===== src/rtl/hazard_scoreboard_unit_pkg.sv =====
`default_nettype none
// ============================================================================
// hazard_pkg : shared constants and ready-count helper for the scoreboard
// Revision   : 1.0
// ============================================================================
package hazard_pkg;

  localparam int REG_AW    = 5;
  localparam int ALU_READY = 1;

  // Countdown loaded at issue: ALU results forward after EX, loads LOAD_LAT later.
  function automatic int ready_val(input logic is_load, input int load_lat);
    return is_load ? load_lat + 1 : ALU_READY;
  endfunction

endpackage
`default_nettype wire


===== src/rtl/hazard_sb_entry.sv =====
`default_nettype none
// ============================================================================
// hazard_sb_entry : one register's readiness countdown (load / decrement / freeze)
// Revision        : 1.0
// ============================================================================
module hazard_sb_entry
  import hazard_pkg::*;
#(
  parameter int CW = 3
) (
  input  logic          clk_i,
  input  logic          rst_i,
  input  logic          load_i,
  input  logic [CW-1:0] load_val_i,
  input  logic          freeze_i,
  output logic [CW-1:0] cnt_o,
  output logic          nz_o
);

  logic [CW-1:0] cnt_q, cnt_d;

  always_comb begin
    cnt_d = cnt_q;
    if (!freeze_i) begin
      if (load_i)
        cnt_d = load_val_i;
      else if (cnt_q != '0)
        cnt_d = cnt_q - CW'(1);
    end
  end

  always_ff @(posedge clk_i or negedge rst_i) begin
    if (!rst_i) cnt_q <= '0;
    else        cnt_q <= cnt_d;
  end

  assign cnt_o = cnt_q;
  assign nz_o  = (cnt_q != '0);

endmodule
`default_nettype wire


===== src/rtl/hazard_scoreboard_unit.sv =====
`default_nettype none
// ============================================================================
// hazard_scoreboard_unit : per-register countdown scoreboard driving ID stalls/flushes
// Revision               : 1.0
// ============================================================================
module hazard_scoreboard_unit
  import hazard_pkg::*;
#(
  parameter int NREG     = 32,
  parameter int AW       = REG_AW,
  parameter int LOAD_LAT = 1,
  parameter int CW       = 3,
  parameter int SCW      = 16
) (
  input  logic            clk_i,
  input  logic            rst_i,
  input  logic            ID_valid_i,
  input  logic [AW-1:0]   RS1addr_i,
  input  logic [AW-1:0]   RS2addr_i,
  input  logic            RS1use_i,
  input  logic            RS2use_i,
  input  logic            Branch_i,
  input  logic            Jal_i,
  input  logic            Jalr_i,
  input  logic            Predict_wrong_i,
  input  logic            RegWrite_i,
  input  logic            MemRead_i,
  input  logic [AW-1:0]   RDaddr_i,
  input  logic            Mem_busy_i,
  output logic            Stall_o,
  output logic            Flush_IFID_o,
  output logic            Flush_IDEX_o,
  output logic [NREG-1:0] Pending_o,
  output logic [SCW-1:0]  Stall_cnt_o
);

  localparam int            NSLOT    = 1 << AW;
  localparam logic [CW-1:0] LOAD_CNT = CW'(ready_val(1'b1, LOAD_LAT));
  localparam logic [CW-1:0] ALU_CNT  = CW'(ready_val(1'b0, LOAD_LAT));

  logic [CW-1:0]    cnt [NSLOT];
  logic [NSLOT-1:0] nz;
  logic [CW-1:0]    cnt1, cnt2, load_val;
  logic             rs1_v, rs2_v, ex_haz, id_haz, haz, issue, wr_en;
  logic [SCW-1:0]   stall_cnt_q, stall_cnt_d;

  assign rs1_v = ID_valid_i & RS1use_i & (RS1addr_i != '0);
  assign rs2_v = ID_valid_i & RS2use_i & (RS2addr_i != '0);
  assign cnt1  = cnt[RS1addr_i];
  assign cnt2  = cnt[RS2addr_i];

  // EX consumers wait until the value is forwardable; ID consumers wait for zero.
  assign ex_haz = (rs1_v & (cnt1 > ALU_CNT)) | (rs2_v & (cnt2 > ALU_CNT));
  assign id_haz = (rs1_v & (Branch_i | Jalr_i) & (cnt1 != '0))
                | (rs2_v & Branch_i & (cnt2 != '0));
  assign haz    = ex_haz | id_haz;

  assign issue        = ID_valid_i & ~haz & ~Mem_busy_i;
  assign wr_en        = issue & RegWrite_i;
  assign load_val     = MemRead_i ? LOAD_CNT : ALU_CNT;
  assign Stall_o      = haz | Mem_busy_i;
  assign Flush_IDEX_o = haz & ~Mem_busy_i;
  assign Flush_IFID_o = issue & (Jal_i | Jalr_i | Predict_wrong_i);

  // Slots for x0 and unimplemented addresses read as permanently ready.
  for (genvar r = 0; r < NSLOT; r++) begin : g_slot
    if (r > 0 && r < NREG) begin : g_entry
      hazard_sb_entry #(.CW(CW)) u_entry (
        .clk_i      (clk_i),
        .rst_i      (rst_i),
        .load_i     (wr_en & (RDaddr_i == AW'(r))),
        .load_val_i (load_val),
        .freeze_i   (Mem_busy_i),
        .cnt_o      (cnt[r]),
        .nz_o       (nz[r])
      );
    end else begin : g_zero
      assign cnt[r] = '0;
      assign nz[r]  = 1'b0;
    end
  end

  assign Pending_o = nz[NREG-1:0];

  always_comb begin
    stall_cnt_d = stall_cnt_q;
    if (Flush_IDEX_o && (stall_cnt_q != '1))
      stall_cnt_d = stall_cnt_q + SCW'(1);
  end

  always_ff @(posedge clk_i or negedge rst_i) begin
    if (!rst_i) stall_cnt_q <= '0;
    else        stall_cnt_q <= stall_cnt_d;
  end

  assign Stall_cnt_o = stall_cnt_q;

endmodule
`default_nettype wire


===== config.mk =====
export PLATFORM = sky130hd
export DESIGN_NAME = hazard_scoreboard_unit
export DESIGN_NICKNAME = d
export VERILOG_FILES = /design/src/rtl/hazard_scoreboard_unit_pkg.sv /design/src/rtl/hazard_sb_entry.sv /design/src/rtl/hazard_scoreboard_unit.sv
export SDC_FILE = /design/constraint.sdc
export NUM_CORES = 1
export LEC_CHECK = 0
export ABC_AREA = 1
export CORE_MARGIN = 4
export CORE_UTILIZATION = 52
export DETAILED_ROUTE_END_ITERATION = 10
export PLACE_DENSITY = 0.72
export SLEW_MARGIN = 20
export SYNTH_ARGS = -nofsm -noshare
export SYNTH_HDL_FRONTEND = slang
export SYNTH_SLANG_ARGS = --single-unit

===== constraint.sdc =====
create_clock -name clk_i -period 5.4 [get_ports clk_i]
set_input_delay 0.81 -clock clk_i [delete_from_list [all_inputs] [get_ports clk_i]]
set_output_delay 0.81 -clock clk_i [all_outputs]
set_load 0.05 [all_outputs]

==> results.json, run 1 <==
{
  "status": "complete, no violations",
  "use_met1": 0.367,
  "cts_resized": 0,
  "track_usage": 0.269,
  "fmax_mhz": 221,
  "antenna_left": 0,
  "syn2layout_area_growth_pct": 9.00,
  "finalSetupTns_ns": 0,
  "report.final.hold_viol_count": 0,
  "required_ns": 4.59,
  "crit_chain": "clkdlybuf4s50_1 > inv_2 > nor2_2 > nand3_1 > nand3_1 > nand3_1 > nand2_1 > nand3_1 > nand3_2 > nand3_1 > nor3_1 > buf_4",
  "cp_max_fo": 12,
  "cts-hold-fix-buffers": 0,
  "crit_buf_inv": 3,
  "hold_class": "reg2reg",
  "ir_worst_vdd_uv": 358,
  "fillerInstances": 1799,
  "viasPerCell": 5.54,
  "antenna_cells": 0,
  "dr.first_iter.drc_count": 656,
  "postPlaceCellArea_sq_mm": 0.0105,
  "cts_sinks": 109,
  "nets": 1578,
  "drv_slew": 0,
  "detail_route.wl_per_cell_um": 16.6,
  "die_h_um": 146,
  "use_met2": 0.438,
  "p_per_area_mw_per_mm2": 530,
  "drtPass1Iterations": 5,
  "fin_crit_sh": 0.836,
  "drive_above_1_share": 0.0764,
  "maxCapViolCount": 0,
  "yosysSeqAreaShare": 0.276,
  "dp_slack_ns": 0.957,
  "grt_pass1_vias": 8960,
  "layout_setup_ws_ns": 0.885,
  "clkTransAtPathRegs_ns": 0.08,
  "antenna_found_initial": 0,
  "seq_area_sq_mm": 0.00273,
  "hpwl_mm": 21.3,
  "finalPower_mw": 5.70,
  "ys_ff_latch": 109,
  "synth_nets": 1562,
  "skew_ns": 0.0109,
  "rsz0062_at_grt": "no",
  "synth_area_sq_mm": 0.00987,
  "finalSetupViolations": 0,
  "fin_util": 0.575,
  "vias": 9564,
  "grtUsageMet3": 0.0402,
  "worstPathArrival_ns": 3.71,
  "cpMostUsedCell": "nand3_1",
  "cts_setup_buffers": 0,
  "grt_overflow_total": 0,
  "cts-root-buf": "clkbuf_16",
  "synth_cell_types": 34,
  "gp_congestion": 1.04,
  "die-area_sq_mm": 0.0213,
  "period_needed_ns": 4.52,
  "critPathSlowestCell": "clkdlybuf4s50_1",
  "avgSynthCellArea_sq_um": 6.71,
  "ios": 78,
  "worst_setup_path_end_kind": "primary output",
  "drt_wl_total_mm": 28.7,
  "drc": 0,
  "relSlewSlack": 0.414,
  "cts_tree": "done",
  "numCtsBuffers": 9,
  "core_area_sq_mm": 0.0187,
  "placementRows": 50,
  "clk_path_buf_depth": 2,
  "yosys_warnings": 0,
  "clock_latency_ns": 0.37,
  "leakage_nw": 5.78,
  "busiest_layer": "met2",
  "cp-start-kind": "input port",
  "critPathKind": "in2out",
  "die_x_um": 146,
  "grt_max_degree": 65,
  "io_buffers": 76,
  "slowest_delay_ns": 0.86,
  "start_util": 0.528,
  "multi_input_area_sq_mm": 0.00576,
  "design_area_sq_mm": 0.0108,
  "tightest_slew_ns": 0.880,
  "netlist_instances": 1472,
  "grt_pass1_wl_mm": 46.6,
  "critical-path-top-delay-family": "simple AND/OR/NAND/NOR gates",
  "htreeDepth": 3
}
==> cell families after synthesis <==
| kind of cell | Yosys count | synth area share |
|---|---|---|
| AOI/OAI and AO/OA | 65 | 0.0451 |
| xor gates and xnor gates | 15 | 0.0133 |
| adders and majority gates | 63 | 0.0798 |
| buffers and inverters | 307 | 0.140 |
| DFF | 109 | 0.276 |
| other | 1 | 0.000380 |
| and+or+nand+nor | 912 | 0.445 |
==> worst register-to-register path, cell delays in order (launching register included) <==
cell	delay (ns)
dfrtp_1	0.39
nor2_1	0.27
nor2_1	0.09
nor2_1	0.11
nand2_1	0.06
nand2_1	0.06
nand2_1	0.05
a21oi_1	0.17
nand3_1	0.13
nand3_2	0.13
nand2_2	0.10
nor2_8	0.22
buf_4	0.34
nand4_1	0.26
nand2_1	0.13
nand2_1	0.09
nand2_1	0.10
nand2_1	0.05
==> cells in the mapped netlist (all sizes together) <==
| master | n | area (sq um) |
|---|---|---|
| nand2 | 595 | 2240 |
| inv | 220 | 828 |
| nand4 | 131 | 1250 |
| dfrtp | 109 | 2730 |
| nand3 | 93 | 475 |
| nor2 | 76 | 333 |
| buf | 66 | 479 |
| ha | 63 | 788 |
| a21oi | 45 | 338 |
| clkbuf | 20 | 75.1 |
| o21ai | 18 | 93.8 |
| nor3 | 14 | 70.1 |
| xor2 | 9 | 78.8 |
| xnor2 | 6 | 52.6 |
| nor3b | 2 | 15.0 |
| a31oi | 1 | 6.26 |
| clkinv | 1 | 3.75 |
| conb | 1 | 3.75 |
| o211ai | 1 | 7.51 |
| or2 | 1 | 6.26 |
==> layout by cell type (no fill, tap or decap), types with 2 or more instances in the layout <==
| cell type | count |
|---|---|
| a21oi_1 | 15 |
| a21oi_2 | 30 |
| buf_2 | 2 |
| buf_4 | 19 |
| clkbuf_16 | 9 |
| clkdlybuf4s50_1 | 69 |
| clkinvlp_4 | 2 |
| dfrtp_1 | 109 |
| ha_1 | 63 |
| inv_1 | 215 |
| inv_2 | 4 |
| inv_6 | 3 |
| nand2_1 | 594 |
| nand3_1 | 91 |
| nand3_2 | 2 |
| nand4_1 | 102 |
| nand4_4 | 29 |
| nor2_1 | 68 |
| nor2_2 | 5 |
| nor2_8 | 2 |
| nor3_1 | 14 |
| nor3b_1 | 2 |
| o21ai_0 | 16 |
| xnor2_1 | 6 |
| xor2_1 | 9 |
==> layer usage <==
layer	share of wire	vias to the layer above	wire length, um
li1	-	4695	-
met1	0.44	4445	12600
met5	0	-	0
met4	0.026	0	737
met3	0.072	58	2070
met2	0.46	366	13300
==> sequential cells by signal, indices dropped and copies added, names as in the netlist <==
signal and flops:
g_slot.g_entry.u_entry.cnt_o 93, Stall_cnt_o 16
==> report_power, final <==
part / internal [mW] / switching, mW
sequential: 1.19 / 0.305
combinational: 1.24 / 2.30
clock: 0.322 / 0.344
==> layout make-up <==
cell class | instances | area share
clock inverter | 6 | 0.00488
sequential | 109 | 0.253
tap | 234 | 0.0272
inverter | 221 | 0.0773
timing repair buffer | 91 | 0.0802
clock buffer | 10 | 0.0213
multi-input combinational | 1056 | 0.536
==> stage by stage <==
stage                     cells  hold WS (ns)
after global routing       1727         0.495
after global placement     1711         0.458
after detailed placement   1711         0.461
final                      1727         0.478
after CTS                  1727         0.480
after floorplan            1472         0.442
==> final timing paths <==
kind | from | endpoint | slack [ns] | cells after the start
worst max-delay path | RS2addr_i[1] | Flush_IFID_o | 0.88 | 12
worst min register to register | g_slot[4].g_entry.u_entry.cnt_o[2] | g_slot[4].g_entry.u_entry.cnt_o[2] | 0.48 | 2
worst max register to register | g_slot[23].g_entry.u_entry.cnt_o[2] | g_slot[25].g_entry.u_entry.cnt_o[1] | 2.56 | 17
min in group asynchronous | rst_i | g_slot[27].g_entry.u_entry.cnt_o[0] | 0.53 | 1
max in group asynchronous | rst_i | g_slot[4].g_entry.u_entry.cnt_o[0] | 3.72 | 2
worst min-delay path | g_slot[4].g_entry.u_entry.cnt_o[2] | g_slot[4].g_entry.u_entry.cnt_o[2] | 0.48 | 2
No activity file was read; power rests on OpenSTA's default activity.
==> inputs of run 2 (changes only) <==
==> constraint.sdc (replaced) <==
create_clock -name clk_i -period 4.2 [get_ports clk_i]
set_input_delay 0.63 -clock clk_i [delete_from_list [all_inputs] [get_ports clk_i]]
set_output_delay 0.63 -clock clk_i [all_outputs]
set_load 0.05 [all_outputs]
==> run 2 against run 1 <==
Register-to-register slack worse by 0.95 ns; cell count is 0.64% higher; worst hold slack worse by 0.17 ns; flip-flop and latch count stayed put; combinational power is 29% higher; die area stayed put; clock skew is 0.00061 ns lower; sequential power is 28% higher; critical path depth is 1 higher; core utilization is 0.88 points higher; worst setup slack worse by 0.65 ns; critical endpoint unchanged; largest power group unchanged; highest routed layer is now met5.
==> results.json, run 2 (synthesis gave the netlist of run 1 again) <==
{
  "status": "complete, no violations",
  "largest_register_ffs": 93,
  "p_per_area_mw_per_mm2": 671,
  "vias": 9467,
  "fin_util": 0.584,
  "critPathKind": "in2out",
  "layout_common_cells": "nand2_1 (594), inv_1 (215), dfrtp_1 (109)",
  "drtPass1Iterations": 5,
  "hpwl_mm": 21.8,
  "design_area_sq_mm": 0.0109,
  "drt_wl_total_mm": 28.4,
  "rsz0062_at_grt": "no",
  "cts_tree": "done",
  "rr_startpoint": "g_slot[23].g_entry.u_entry.cnt_o[2]",
  "placementRows": 50,
  "fin_crit_sh": 0.944,
  "cts_resized": 0,
  "detail_route.wl_per_cell_um": 16.3,
  "seq_area_sq_mm": 0.00273,
  "tightest_slew_ns": 0.875,
  "worst_setup_path_end_kind": "primary output",
  "skew_ns": 0.0103,
  "track_usage": 0.270,
  "gp_congestion": 1.07,
  "nets": 1589,
  "grt_overflow_total": 0,
  "clk_path_buf_depth": 2,
  "ir_worst_vdd_uv": 419,
  "leakage_nw": 5.86,
  "clock_latency_ns": 0.37,
  "hold_class": "in2async",
  "worstPathArrival_ns": 3.34,
  "antenna_found_initial": 1,
  "dr.first_iter.drc_count": 737,
  "fillerInstances": 1777,
  "multi_input_area_sq_mm": 0.00576,
  "numCtsBuffers": 9,
  "postPlaceCellArea_sq_mm": 0.0106,
  "viasPerCell": 5.45,
  "r2r_cells": 17,
  "drive_above_1_share": 0.0838,
  "drv_slew": 0,
  "cp-start-kind": "input port",
  "clkTransAtPathRegs_ns": 0.08,
  "cp_max_fo": 11,
  "finalSetupViolations": 0,
  "die_h_um": 146,
  "cts-hold-fix-buffers": 0,
  "grt_pass1_wl_mm": 47.0,
  "maxCapViolCount": 0,
  "timing.rr.end": "g_slot[28].g_entry.u_entry.cnt_o[0]",
  "required_ns": 3.57,
  "drc": 0,
  "reg2reg_slack_ns": 1.61,
  "layout_commonest_cell": "nand2_1",
  "relSlewSlack": 0.412,
  "dp_slack_ns": 0.276,
  "antenna_left": 0,
  "fmax_mhz": 252,
  "layout_setup_ws_ns": 0.233,
  "io_buffers": 76,
  "period_needed_ns": 3.97,
  "die-area_sq_mm": 0.0213,
  "syn2layout_area_growth_pct": 10.7,
  "antenna_cells": 0,
  "cts-root-buf": "clkbuf_16",
  "report.final.hold_viol_count": 0,
  "htreeDepth": 3,
  "ios": 78,
  "cts_sinks": 109,
  "die_x_um": 146,
  "core_area_sq_mm": 0.0187,
  "grt_max_degree": 63,
  "cts_setup_buffers": 0,
  "hold_ws_ns": 0.304,
  "start_util": 0.528,
  "grt_pass1_vias": 8952,
  "finalSetupTns_ns": 0
}
[run 2: per-stage QoR]
step / total power, mW / instances
2_1_floorplan: 5.47 / 1472
3_5_place_dp: 6.47 / 1722
5_1_grt: 8.10 / 1738
4_1_cts: 7.36 / 1738
6_report: 7.33 / 1738
3_3_place_gp: 6.37 / 1722
[run 2: how the worst max path moves through the flow]
stage          cells past startpoint            to  slack [ns]          from
6_report                          13  Flush_IFID_o        0.23  RS2addr_i[0]
5_1_grt                           14  Flush_IFID_o        0.07  RS2addr_i[0]
4_1_cts                           11  Flush_IFID_o        0.28  RS2addr_i[0]
3_5_place_dp                      11  Flush_IFID_o        0.28  RS2addr_i[0]
3_3_place_gp                      11  Flush_IFID_o        0.29  RS2addr_i[0]
2_1_floorplan                     13  Flush_IFID_o        0.88  RS2addr_i[0]
[run 2: final cells by class]
class                      instances  area share
multi-input combinational       1056       0.528
sequential                       109       0.250
timing repair buffer             102      0.0934
inverter                         221      0.0761
tap                              234      0.0268
clock buffer                       9      0.0206
clock inverter                     7     0.00584
[run 2: worst max-delay path, stage by stage]
cell and delay (ns):
clkdlybuf4s50_1 0.71, nor2_2 0.58, nand3_1 0.13, nand2_1 0.09
nor2_1 0.04, nand2_1 0.09, nand3_1 0.08, nand2_1 0.07
nand3_1 0.09, nand3_2 0.13, nand3_1 0.17, nor3_1 0.32
buf_12 0.18
[run 2: per-layer routing]
metal,vias to the layer above,track usage,wire length [um]
li1,4717,-,-
met1,4375,0.365,12600
met3,58,0.0476,1940
met4,2,0.0807,728
met5,-,0,7
met2,315,0.445,13100
[run 2: where the power goes]
group / total (mW) / leakage, nW / switching [mW] / internal (mW)
clock: 0.865 / 0.143 / 0.446 / 0.419
combinational: 4.56 / 4.37 / 2.95 / 1.61
sequential: 1.91 / 1.35 / 0.381 / 1.53
total: 7.33 / 5.86 / 3.78 / 3.55
